--- config.mk ---
export PLATFORM = sky130hd
export DESIGN_NAME = serial_iter_compare_ctrl
export DESIGN_NICKNAME = d
export VERILOG_FILES = /design/src/rtl/serial_iter_compare_ctrl.sv
export SDC_FILE = /design/constraint.sdc
export NUM_CORES = 1
export LEC_CHECK = 0
export ABC_AREA = 1
export CAP_MARGIN = 20
export CORE_MARGIN = 1.5
export CORE_UTILIZATION = 54
export CTS_CLUSTER_DIAMETER = 50
export DETAILED_ROUTE_END_ITERATION = 10
export GPL_ROUTABILITY_DRIVEN = 1
export PLACE_DENSITY = 0.83
export SYNTH_ARGS = -nofsm -noshare
export SYNTH_HDL_FRONTEND = slang
export SYNTH_SLANG_ARGS = --single-unit
--- constraint.sdc ---
create_clock -name clk -period 2.4 [get_ports clk]
set_input_delay 0.6 -clock clk [delete_from_list [all_inputs] [get_ports clk]]
set_output_delay 0.6 -clock clk [all_outputs]
set_load 0.02 [all_outputs]
--- src/rtl/serial_iter_compare_ctrl.sv ---
// Bit-serial unsigned comparator: evaluates Z = (A <= B) one cell per clock, MSB first,
// keeping the left-to-right (p,q) carry pair in registers and applying the final cell on bit 0.
module serial_iter_compare_ctrl #(
  parameter  int WIDTH = 8,
  localparam int CNT_W = $clog2(WIDTH)
) (
  input  logic             clk,
  input  logic             rst,
  input  logic             start,
  input  logic [WIDTH-1:0] a,
  input  logic [WIDTH-1:0] b,
  output logic             busy,
  output logic             done,
  output logic             z
);

  typedef enum logic {
    IDLE = 1'b0,
    RUN  = 1'b1
  } state_t;

  state_t           state_q, state_d;
  logic [WIDTH-1:0] a_q, a_d;
  logic [WIDTH-1:0] b_q, b_d;
  logic [CNT_W-1:0] idx_q, idx_d;
  logic             p_q, p_d;
  logic             q_q, q_d;
  logic             busy_q, busy_d;
  logic             done_q, done_d;
  logic             z_q, z_d;
  logic             ai, bi;

  // p: A<B already decided by a higher bit; q: A>B not yet decided.
  function automatic logic [1:0] cell_step(input logic p, input logic q,
                                           input logic abit, input logic bbit);
    logic p_n;
    logic q_n;
    p_n = p | (q & ~abit & bbit);
    q_n = q & (p | ~abit | bbit);
    return {p_n, q_n};
  endfunction

  function automatic logic cell_final(input logic p, input logic q,
                                      input logic abit, input logic bbit);
    return q & (p | ~abit | bbit);
  endfunction

  assign ai = a_q[idx_q];
  assign bi = b_q[idx_q];

  always_comb begin
    state_d = state_q;
    a_d     = a_q;
    b_d     = b_q;
    idx_d   = idx_q;
    p_d     = p_q;
    q_d     = q_q;
    busy_d  = busy_q;
    done_d  = 1'b0;
    z_d     = z_q;
    unique case (state_q)
      IDLE: begin
        if (start) begin
          a_d     = a;
          b_d     = b;
          p_d     = 1'b0;
          q_d     = 1'b1;
          idx_d   = CNT_W'(WIDTH - 1);
          busy_d  = 1'b1;
          state_d = RUN;
        end
      end
      RUN: begin
        // No early exit: every operation takes exactly WIDTH cycles.
        if (idx_q != '0) begin
          {p_d, q_d} = cell_step(p_q, q_q, ai, bi);
          idx_d      = idx_q - 1'b1;
        end else begin
          z_d     = cell_final(p_q, q_q, ai, bi);
          done_d  = 1'b1;
          busy_d  = 1'b0;
          state_d = IDLE;
        end
      end
      default: state_d = IDLE;
    endcase
  end

  always_ff @(posedge clk) begin
    if (rst) begin
      state_q <= IDLE;
      a_q     <= '0;
      b_q     <= '0;
      idx_q   <= '0;
      p_q     <= 1'b0;
      q_q     <= 1'b1;
      busy_q  <= 1'b0;
      done_q  <= 1'b0;
      z_q     <= 1'b0;
    end else begin
      state_q <= state_d;
      a_q     <= a_d;
      b_q     <= b_d;
      idx_q   <= idx_d;
      p_q     <= p_d;
      q_q     <= q_d;
      busy_q  <= busy_d;
      done_q  <= done_d;
      z_q     <= z_d;
    end
  end

  assign busy = busy_q;
  assign done = done_q;
  assign z    = z_q;

endmodule

Word level (Yosys, flattened, before mapping):

Cells that the tools add are included.

* shift-type cells: 0
* reductions and logical operators: 6
* equality and inequality tests: 3
* divide/modulo/power cells: 0
* bitwise gates (word level): 9
* multipliers: 0
* $add $sub $neg: 1
* multiplexer cells: 19
* $lt $le $gt $ge: 1

Operator list (count)
* 1-bit two-way mux: 10
* 1-bit one-hot mux with 2 select lines: 4
* 2-bit AND reduction: 4
* 1-bit binary-select mux with 3-bit select: 2
* 3-bit two-way mux: 2
* 3-bit one-hot mux with 2 select lines: 1
* 3-bit by 4-bit less-than comparator with 1-bit output, second input constant: 1
* 2-bit != test, second input constant: 2
* 1-bit bitwise AND: 3
* 1-bit NOT: 3
* 1-bit OR: 3
* 3-bit nonzero test: 1
* 3-bit by 1-bit subtractor with 3-bit output, second input constant: 1
* 2-bit by 1-bit != test with 1-bit output, second input constant: 1
* 2-bit OR reduction: 1

* output and inout port bits: 3
* input bits: 19
* memories kept: 0
* register bits: 25
* memory bits (writable): 0
* word-level logic and storage cells: 48
* ROM bits: 0
* latch bits: 0

Longest topological paths before layout:

Gate-level depths: netlist (run 1).

* depth after elaboration: 8
* gate-level depth with buffers: 11
* mapped depth without buffers: 9

Least setup slack after synthesis (run 1):

Ideal clock, no wire load.

* kind: register to register
* start: register idx_q[0]
* end: register idx_q[2]
* setup slack: 1.069 ns
* setup time: 0.120 ns
* path buffers: 2
* arrival time: 1.211 ns
* stages on the path, launching flop included: 11
* period minus slack after synthesis: 1.331 ns
* required time: 2.280 ns
* cells stage by stage: dfxtp_1 -> buf_6 -> inv_4 -> buf_6 -> ha_1 -> nand2_1 -> nand2_1 -> inv_1 -> nand2_1 -> a21oi_1 -> a21oi_1

* longest elaborated chain between the ends: 3
* elaborated cells between the ends (all ways): 6
* those cells by class: add/sub (1); eq/ne (1); mux (2); reduce/logical (2)

RTL lines
* from (decl): line 25 `logic [CNT_W-1:0] idx_q, idx_d;`
* from (signal assigned): line 104 `idx_q <= idx_d;`
* 3-bit by 1-bit subtractor with 3-bit output or 3-bit nonzero test (tied branches): line 77, 75
* 3-bit two-way mux or 2-bit by 1-bit != test with 1-bit output (tied branches)
* 3-bit one-hot mux with 2 select lines or 2-bit AND reduction (tied branches)

Several ways; a longest one is shown, not always the timed one. The select of a mux whose other input is x is not followed.
A chain may end at the register's enable or synchronous reset.

Final worst setup path (run 1):

* start: register busy_q, in the netlist busy
* end: output busy

RTL lines
* from (decl): line 28 `logic busy_q, busy_d;`
* from (signal assigned): line 107 `busy_q <= busy_d;`
* to (decl): line 12 `output logic busy,`

No word-level cell between the ends.

==> results of run 1 <==
power by group:
| group | leakage [nW] | internal [mW] | switching, mW |
|---|---|---|---|
| sequential | 0.207 | 0.452 | 0.0237 |
| combinational | 0.398 | 0.0982 | 0.130 |
| clock | 0.0150 | 0.0649 | 0.116 |
stage by stage:
| stage | util, % | power [mW] | hold slack, ns | cell area (um^2) | worst slack (ns) |
|---|---|---|---|---|---|
| finish | 70.0 | 0.884 | 0.465 | 1400 | 0.512 |
| global route | 70.0 | 0.943 | 0.498 | 1400 | 0.464 |
| CTS | 70.0 | 0.889 | 0.465 | 1400 | 0.500 |
| detailed placement | 68.7 | 0.713 | 0.446 | 1380 | 0.482 |
| global placement | 68.7 | 0.704 | 0.447 | 1380 | 0.536 |
| floorplan | - | 0.651 | 0.429 | 1170 | 1.07 |
worst paths after layout:
check	start	endpoint	slack [ns]	cells past startpoint
worst max-delay path	busy	busy	0.51	1
worst min-delay path	a_q[1]	a_q[1]	0.46	2
worst max register to register	idx_q[0]	idx_q[2]	0.85	8
worst min register to register	a_q[1]	a_q[1]	0.46	2
kinds of logic after synthesis:
logic type                 after synthesis  share of synthesized area [%]
and+or+nand+nor                         59                           25.8
buffers and inverters                   32                           12.2
AOI/OAI and AO/OA                       40                           17.1
adders and majority gates                2                           2.14
DFF                                     25                           42.8
routing by layer:
layer	vias to the layer above	routed length [um]	part of all wire [%]
met1	460	969	45
met3	4	114	5.3
met4	0	26	1.2
met5	-	0	0
li1	546	-	-
met2	32	1050	49
state kept, by name, indices dropped and copies added (netlist names):
register  count
state_q       1
b_q           8
p_q           1
busy          1
q_q           1
a_q           8
idx_q         3
z             1
done          1
Yosys cell counts:
cell / number
inv_1: 24
buf_6: 2
a21oi_1: 22
o21ai_0: 18
clkbuf_4: 1
nand2_2: 6
nor2_1: 5
ha_1: 2
clkbuf_1: 3
nand3_2: 8
dfxtp_1: 25
nand3_1: 12
buf_2: 1
nand2_1: 28
inv_4: 1
final cells by class:
type	instances	area share, %
Timing Repair Buffer	22	15.5
Sequential cell	25	35.7
Tap cell	27	2.41
Inverter	25	6.88
Multi-Input combinational cell	101	37.6
Clock buffer	4	1.88
layout by cell type, fill, tap and decap left out:
cell type	netlist	routed
inv_4	1	1
clkdlybuf4s50_1	0	21
clkbuf_1	3	1
inv_1	24	24
clkbuf_4	1	3
nand2_1	28	28
nor2_1	5	5
nand3_1	12	12
buf_4	0	1
dfxtp_1	25	25
nand3_2	8	8
nand2_2	6	6
o21ai_0	18	18
ha_1	2	2
a21oi_1	22	22
==> summary.md, run 1 <==
| Metric | Value |
|---|---|
| Drt wl/cell | 10.6 um |
| Rel. slew slack | 68.2% |
| VDD IR max | 345 uV |
| CP Launch Type | flip-flop |
| Max Cap Viol | 0 |
| Cell Rows | 16 |
| Yosys warnings | 0 |
| CTS resizes | 0 |
| Slowest stage cell on the critical path | clkdlybuf4s50_1 |
| Clock Path Buffers | 2 |
| HPWL after detailed placement | 1660 um |
| Period minus WS final | ~1.9 ns |
| Synth area leaders | dfxtp_1, a21oi_1, nand2_1 |
| First-pass iteration count of the detailed router | 4 |
| Met3 Use GR | 3.03% |
| Synthesized area | 0.00117 mm^2 |
| Critical Path RT | 1.80 ns |
| Delay-heaviest family, CP | buffers and inverters |
| Busiest layer in global routing | met2 |
| Final Setup Violations | 0 |
| Syn avg cell area | 7.40 um^2 |
| Hold_buf cts | 0 |
| Number of fill cells | 176 |
| Die Width | approximately 50 um |
| Max-slew violations | 0 |
| CTS buffer count | 3 |
| Proportion of netlist area held by the largest area contributor | 42.8% |
| IO Count | 22 |
| PwrDens | approximately 630 mW/mm^2 |
| Cell leakage power | 0.620 nW |
| Total global-route track usage | between 10% and 20% |
| GRT overflow | 0 |
| Mapped Cells | 158 |
| Clock Latency Late Sink | 0.31 ns |
| Synthesis-stage register bit count | 25 |
| Largest net degree at the start of global routing | 26 |
| Tightest Pin Transition | 0.477 ns |
| Core area | roughly 0.002 mm^2 |
| DRT antenna net count | 0 |
| Root Driver | clkbuf_4 |
| Max FO, Critical Path | 2 |
| Final WL | 2160 um |
| Die Y | 49.5 um |
| Sequential cell area | 500 um^2 |
| Die area | 0.00245 mm^2 |
| # diodes | 0 |
| Met2 usage | ~34% |
| # clock sinks | 25 |
| Placed instance count | 200 |
| GR Layer Usage met1 | 23.8% |
| Net Count, Synth | 179 |
| WS Path Type | flip-flop to output port |
| Status | finished clean |
| WP buf/inv | 1 |
| DRC | 0 |
| Slowest Stage Delay on Critical Path | 0.61 ns |
| Critical path arrival | 1.29 ns |
| Setup TNS Final | 0 ns |
| Synth area leader | dfxtp_1 |
| Vias per std cell | approximately 5.1 |
| Max Clk Rate | 530 MHz |
| Hold Fails Final Rpt | 0 |
| Fin Clk Skew | 0.00425 ns |
| Cell Chain, Critical Path | clkdlybuf4s50_1 |
| Multi-input gate area | 527 um^2 |
| Routability Congestion | 0.912 |
| Post-route insts no fill | 204 |
| Hold WC Path Type | flip-flop to flip-flop |
| First-pass GRT wire length | 3800 um |
| Initial antenna violation count | 0 |
| Fin nets | 199 |
| Post-CTS Setup Bufs | 0 |
| Synth-to-Final Area Change | 19.8% |
| CP Capture Type | output port |
| IO Port Bufs | 21 |
| Sequential cell area fraction in the yosys report | about 43% |
| Vias | 1042 |
| Period utilization | about four fifths |
| Initial Util | 58.4% |
| Number of H-tree levels | 1 |
| CTS tree | done |
| Fraction of layout cells with a size suffix above 1 | between 10% and 20% |
| Count of cell types in the netlist | 15 |
| Number of global-route vias before repair | 921 |
| RSZ-0062 raised after global routing | no |
| Clk slew on worst S/H paths | between 0.1 and 0.15 ns |
| DR iter-0 viols | 28 |
Power figures use the tool's default switching activity.
==> run 2: changes to the inputs <==
Settings changed: CORE_UTILIZATION 54 to 50, PLACE_DENSITY 0.83 to 0.78.
Clock period 2.4 ns to 1.92 ns, I/O delays scaled along.
==> run 2 against run 1 <==
Net effect:
- cell count is 2.0% higher
- routed wire length increased by 0.46%
- critical endpoint is now z
- power up 26%
- first-iteration DRC count fell by 32%
- sequential share of layout area is 0.63 points lower
- critical path depth unchanged
- largest power group unchanged
- worst setup slack got worse by 0.36 ns
==> summary.md, run 2 (synthesis gave the netlist of run 1 again) <==
| Metric | Value |
|---|---|
| Tightest Pin Transition | 0.493 ns |
| Cell leakage power | 0.637 nW |
| Post-CTS Setup Bufs | 0 |
| CP Capture Type | output port |
| Setup TNS Final | 0 ns |
| Root Driver | clkbuf_4 |
| First-pass iteration count of the detailed router | 4 |
| Cell Chain, Critical Path | clkdlybuf4s50_1 |
| Max FO, Critical Path | 2 |
| Vias | 1046 |
| Slowest Stage Delay on Critical Path | 0.61 ns |
| # diodes | 0 |
| Cell Rows | 17 |
| Number of H-tree levels | 1 |
| WS Path Type | flip-flop to output port |
| Die area | 0.00264 mm^2 |
| Clock Latency Late Sink | 0.31 ns |
| Minimum hold slack | 0.467 ns |
| First-pass GRT wire length | between 3000 and 4000 um |
| Initial Util | 52.9% |
| CTS tree | done |
| VDD IR max | approximately 500 uV |
| HPWL after detailed placement | 1670 um |
| Clock Path Buffers | 2 |
| Final WL | around 2200 um |
| Vias per std cell | 5.03 |
| Synth-to-Final Area Change | 21.9% |
| Die Y | 51.4 um |
| CTS resizes | 0 |
| Slowest stage cell on the critical path | clkdlybuf4s50_1 |
| Fin nets | 202 |
| Period minus WS final | 1.76 ns |
| Most frequent cells in the layout | nand2_1, dfxtp_1, inv_1 |
| Number of global-route vias before repair | just under 1000 |
| RSZ-0062 raised after global routing | no |
| Hold_buf cts | 0 |
| Clk slew on worst S/H paths | 0.13 ns |
| CTS buffer count | 3 |
| PwrDens | 781 mW/mm^2 |
| WP buf/inv | 1 |
| Delay-heaviest family, CP | buffers and inverters |
| Largest net degree at the start of global routing | 22 |
| Fin Clk Skew | 0.00604 ns |
| Max Cap Viol | 0 |
| Drt wl/cell | 10.4 um |
| DRC | 0 |
| IO Port Bufs | 21 |
| DR iter-0 viols | 19 |
| CP Launch Type | flip-flop |
| # clock sinks | 25 |
| GRT overflow | 0 |
| Period utilization | 91.9% |
| Critical path arrival | 1.28 ns |
| Routability Congestion | between 0.8 and 0.9 |
| Fraction of layout cells with a size suffix above 1 | 12.8% |
| Max-slew violations | 0 |
| Die Width | 51.4 um |
| Total global-route track usage | 19.5% |
| Hold WC Path Type | flip-flop to flip-flop |
| Core area | 0.00221 mm^2 |
| Final Setup Violations | 0 |
| Number of fill cells | around 200 |
| Initial antenna violation count | 0 |
| Regs by FF count | a_q (8), b_q (8), idx_q (3) |
| Status | finished clean |
| Commonest non-fill, non-tap cell in the layout | nand2_1 |
| Hold Fails Final Rpt | 0 |
| Critical Path RT | approximately 1.4 ns |
| Max Clk Rate | ~570 MHz |
| Rel. slew slack | around 67% |
| DRT antenna net count | 0 |
| IO Count | 22 |
[run 2: cell types whose count changed in the layout (fill, tap and decap cells not counted)]
cell	previous run	this run
buf_4	1	4
clkbuf_1	1	0
clkinv_2	0	1
[run 2: per-stage QoR]
step	instances	setup WS, ns	instance area [um^2]	power (mW)	util (%)
final	208	0.155	1430	1.11	64.5
after global placement	204	0.301	1400	0.888	63.2
after CTS	208	0.139	1430	1.13	64.5
after global routing	208	0.114	1430	1.20	64.5
after floorplan	158	0.589	1170	0.814	-
after detailed placement	204	0.196	1400	0.900	63.2
[run 2: worst paths after layout]
path	from	endpoint	slack, ns	cells past startpoint
setup / recovery	z	z	0.16	1
hold / removal	a_q[3]	a_q[3]	0.47	2
setup reg to reg	idx_q[1]	idx_q[2]	0.40	8
hold reg to reg	a_q[3]	a_q[3]	0.47	2
[run 2: worst min-delay path: cells and delay by family (launching register included)]
family | cells | cell delay [ns]
buf+inv | 1 | 0.06
flops | 1 | 0.32
compound gates | 1 | 0.05
[run 2: power by group]
group	total [mW]	internal, mW	switching [mW]
clock	0.228	0.0779	0.150
combinational	0.298	0.130	0.168
sequential	0.588	0.564	0.0238
total	1.11	0.772	0.342
[run 2: final cells by class]
class	instances	area [um^2]	area share, %
timing repair buffer	25	240	16.8
clock buffer	3	22.5	1.58
inverter	25	96.3	6.75
tap	28	35.0	2.46
clock inverter	1	5.00	0.351
sequential	25	500	35.1
multi-input combinational	101	527	36.9
[run 2: per-layer routing]
metal | part of all wire, % | track usage [%] | vias to the layer above | wire (um)
met5 | 0 | 0 | - | 0
met4 | 1.7 | 7.89 | 0 | 37
met3 | 3.4 | 2.63 | 5 | 74
met2 | 49 | 33.8 | 22 | 1050
met1 | 46 | 24.1 | 472 | 1010
li1 | - | - | 547 | -
==> RTL edit, RTL diff (settings of run 1) <==
The parameter `WIDTH` goes from 8 to 16.
--- a/src/rtl/serial_iter_compare_ctrl.sv
+++ b/src/rtl/serial_iter_compare_ctrl.sv
@@ -2,5 +2,5 @@
 // keeping the left-to-right (p,q) carry pair in registers and applying the final cell on bit 0.
 module serial_iter_compare_ctrl #(
-  parameter  int WIDTH = 8,
+  parameter  int WIDTH = 16,
   localparam int CNT_W = $clog2(WIDTH)
 ) (
Interface: changed (resized a and b); port bits go from 22 to 38. The function was not compared with the original's and may differ.
==> RTL edit against run 1 <==
  * Worst setup slack got worse by 2.8 ps
  * Die area increased by 54%
  * Largest power group unchanged
  * Routed wire length increased by 78%
  * Sequential share of layout area increased by 1.5 points
  * Largest cell class is now flip-flops and latches
  * Cell count increased by 66%
  * Critical path depth increased by 6
  * Sequential cell count increased by 17
  * Power increased by 67%
  * Clock power increased by 85%
  * Non-clock buffer count increased by 18
  * Area after synthesis increased by 58%
  * Critical path type is now register to register
  * Combinational power increased by 53%
  * Final area increased by 61%
==> RTL edit: results (changes against run 1) <==
Status
  – Status: complete, no violations

Setup path
  – Worst reg2reg path depth: 7 (-1)
  – Max stage delay on crit path: 550 ps (-60 ps)
  – R2r setup slk: 510 ps (-340 ps)
  – Critical path type: register to register
  – Slowest cell on the critical path: dfxtp_1
  – CP startpoint: idx_q[0]
  – CP max FO: 15 (+13)
  – Crit path to: idx_q[1]
  – WP data arrival: 2130 ps (+840 ps)

Global routing
  – First-pass GRT wire length: 6330 µm (+67%)
  – Met1 GRT Util: 26.0% (+2.2 points)
  – Met3 Usage GRT: 5.04% (+2.0 points)
  – Largest net degree at the start of global routing: 38 (+46%)
  – Vias in the first global route: 1529 (+66%)
  – Met2 capacity usage during global routing: 39.1% (+4.8 points)
  – GRT Util Overall: 22.8% (+3.1 points)

Synth
  – Syn nets: 299 (+67%)
  – Register area share after synthesis: 45.6% (+2.8 points)
  – Post-synth cell types: 19 (+4)
  – Largest cells by area after synthesis: dfxtp_1 (46%), o21ai_0 (8.4%), nand2_1 (8.1%)
  – Async SR Flop Fraction: 0% (unchanged)
  – Cell count after synthesis: 263 (+66%)
  – Post-synth top cells: dfxtp_1 (42), nand2_1 (40), o21ai_0 (31), nor2_1 (30), a21oi_1 (29)

Placement
  – Place WS: 429 ps (-53.3 ps)
  – Placer Congestion: 0.834 (-8.5%)
  – Dpl cells: 333 (+67%)
  – HPWL after DPL: 2650 µm (+59%)
  – Port buffer count: 37 (+76%)
  – Area post-placement: 2210 µm² (+61%)

Clock network
  – Post-CTS setup buffer count: 0 (unchanged)
  – Clock latency on the worst-skew pair: 340 ps (+30 ps)
  – Clock Tree Root: clkbuf_4
  – Number of buffers created by CTS: 5 (+2)
  – H-tree levels: 2 (+1)
  – Reg clk slew, reported paths: 110 ps (-20 ps)
  – Clock Path Buffers: 2 (unchanged)

Finish
  – Fin cells: 339 (+66%)
  – Share of cells above drive strength 1: 5.80% (-4.9 points)
  – Top flop regs: a_q (16), b_q (16), idx_q (4)
  – Fill cell count: 313 (+78%)

STA
  – Worst Skew: 5.91 ps (+1.66 ps)
  – Rel. slew slack: 70.8% (+2.6 points)
  – Final WS setup: 509 ps (-2.82 ps)

Detailed routing
  – Initial DRC count: 108 (+290%)
  – Final WL: 3840 µm (+78%)
  – Vias: 1715 (+65%)

Power and ir drop
  – Peak VDD IR: 0.414 mV (+20%)
  – Lkg Pwr: 0.940 nW (+52%)
## RTL edit: worst min-delay path by stage
stage / start / to / slack, ps / cells after the start
2_1_floorplan: a_q[11] / a_q[11] / 430 / 2
3_3_place_gp: b_q[6] / b_q[6] / 440 / 2
3_5_place_dp: b_q[9] / b_q[9] / 450 / 2
4_1_cts: b_q[7] / b_q[7] / 470 / 2
5_1_grt: a_q[10] / a_q[10] / 480 / 2
6_report: b_q[0] / b_q[0] / 460 / 2
## RTL edit: layout make-up
cell class | count | area (µm²) | share of cell area (%)
inverter | 34 | 128 | 5.65
tap | 46 | 57.6 | 2.55
sequential | 42 | 841 | 37.2
multi-input combinational | 171 | 790 | 34.9
timing repair buffer | 40 | 393 | 17.4
clock buffer | 6 | 51.3 | 2.27
## RTL edit: metal layers
layer | vias to the layer above | part of all wire (%) | wire length (µm)
met5 | - | 0 | 0
met4 | 0 | 2.5 | 97
met3 | 9 | 6.9 | 263
met2 | 63 | 47 | 1800
met1 | 735 | 44 | 1670
li1 | 908 | - | -
## RTL edit: kinds of logic after synthesis
group	count (synthesis)	synth area share, %
simple gates	100	22.7
compound gates	70	19.4
fa+ha+maj	1	0.679
flops	42	45.6
buf+inv	50	11.5
## RTL edit: critical path, delay by kind of cell (launching register included)
| kind | cells | cell delay [ps] |
|---|---|---|
| AO/OA/AOI/OAI | 1 | 300 |
| adder cells (fa/ha/maj) | 1 | 280 |
| buffers and inverters | 1 | 210 |
| flip-flops | 1 | 550 |
| AND/OR/NAND/NOR | 4 | 440 |
## RTL edit: power by group
group	switching [W]	internal, W
logic	0.000197	0.000152
clock network	0.000202	0.000132
registers	0.0000395	0.000759
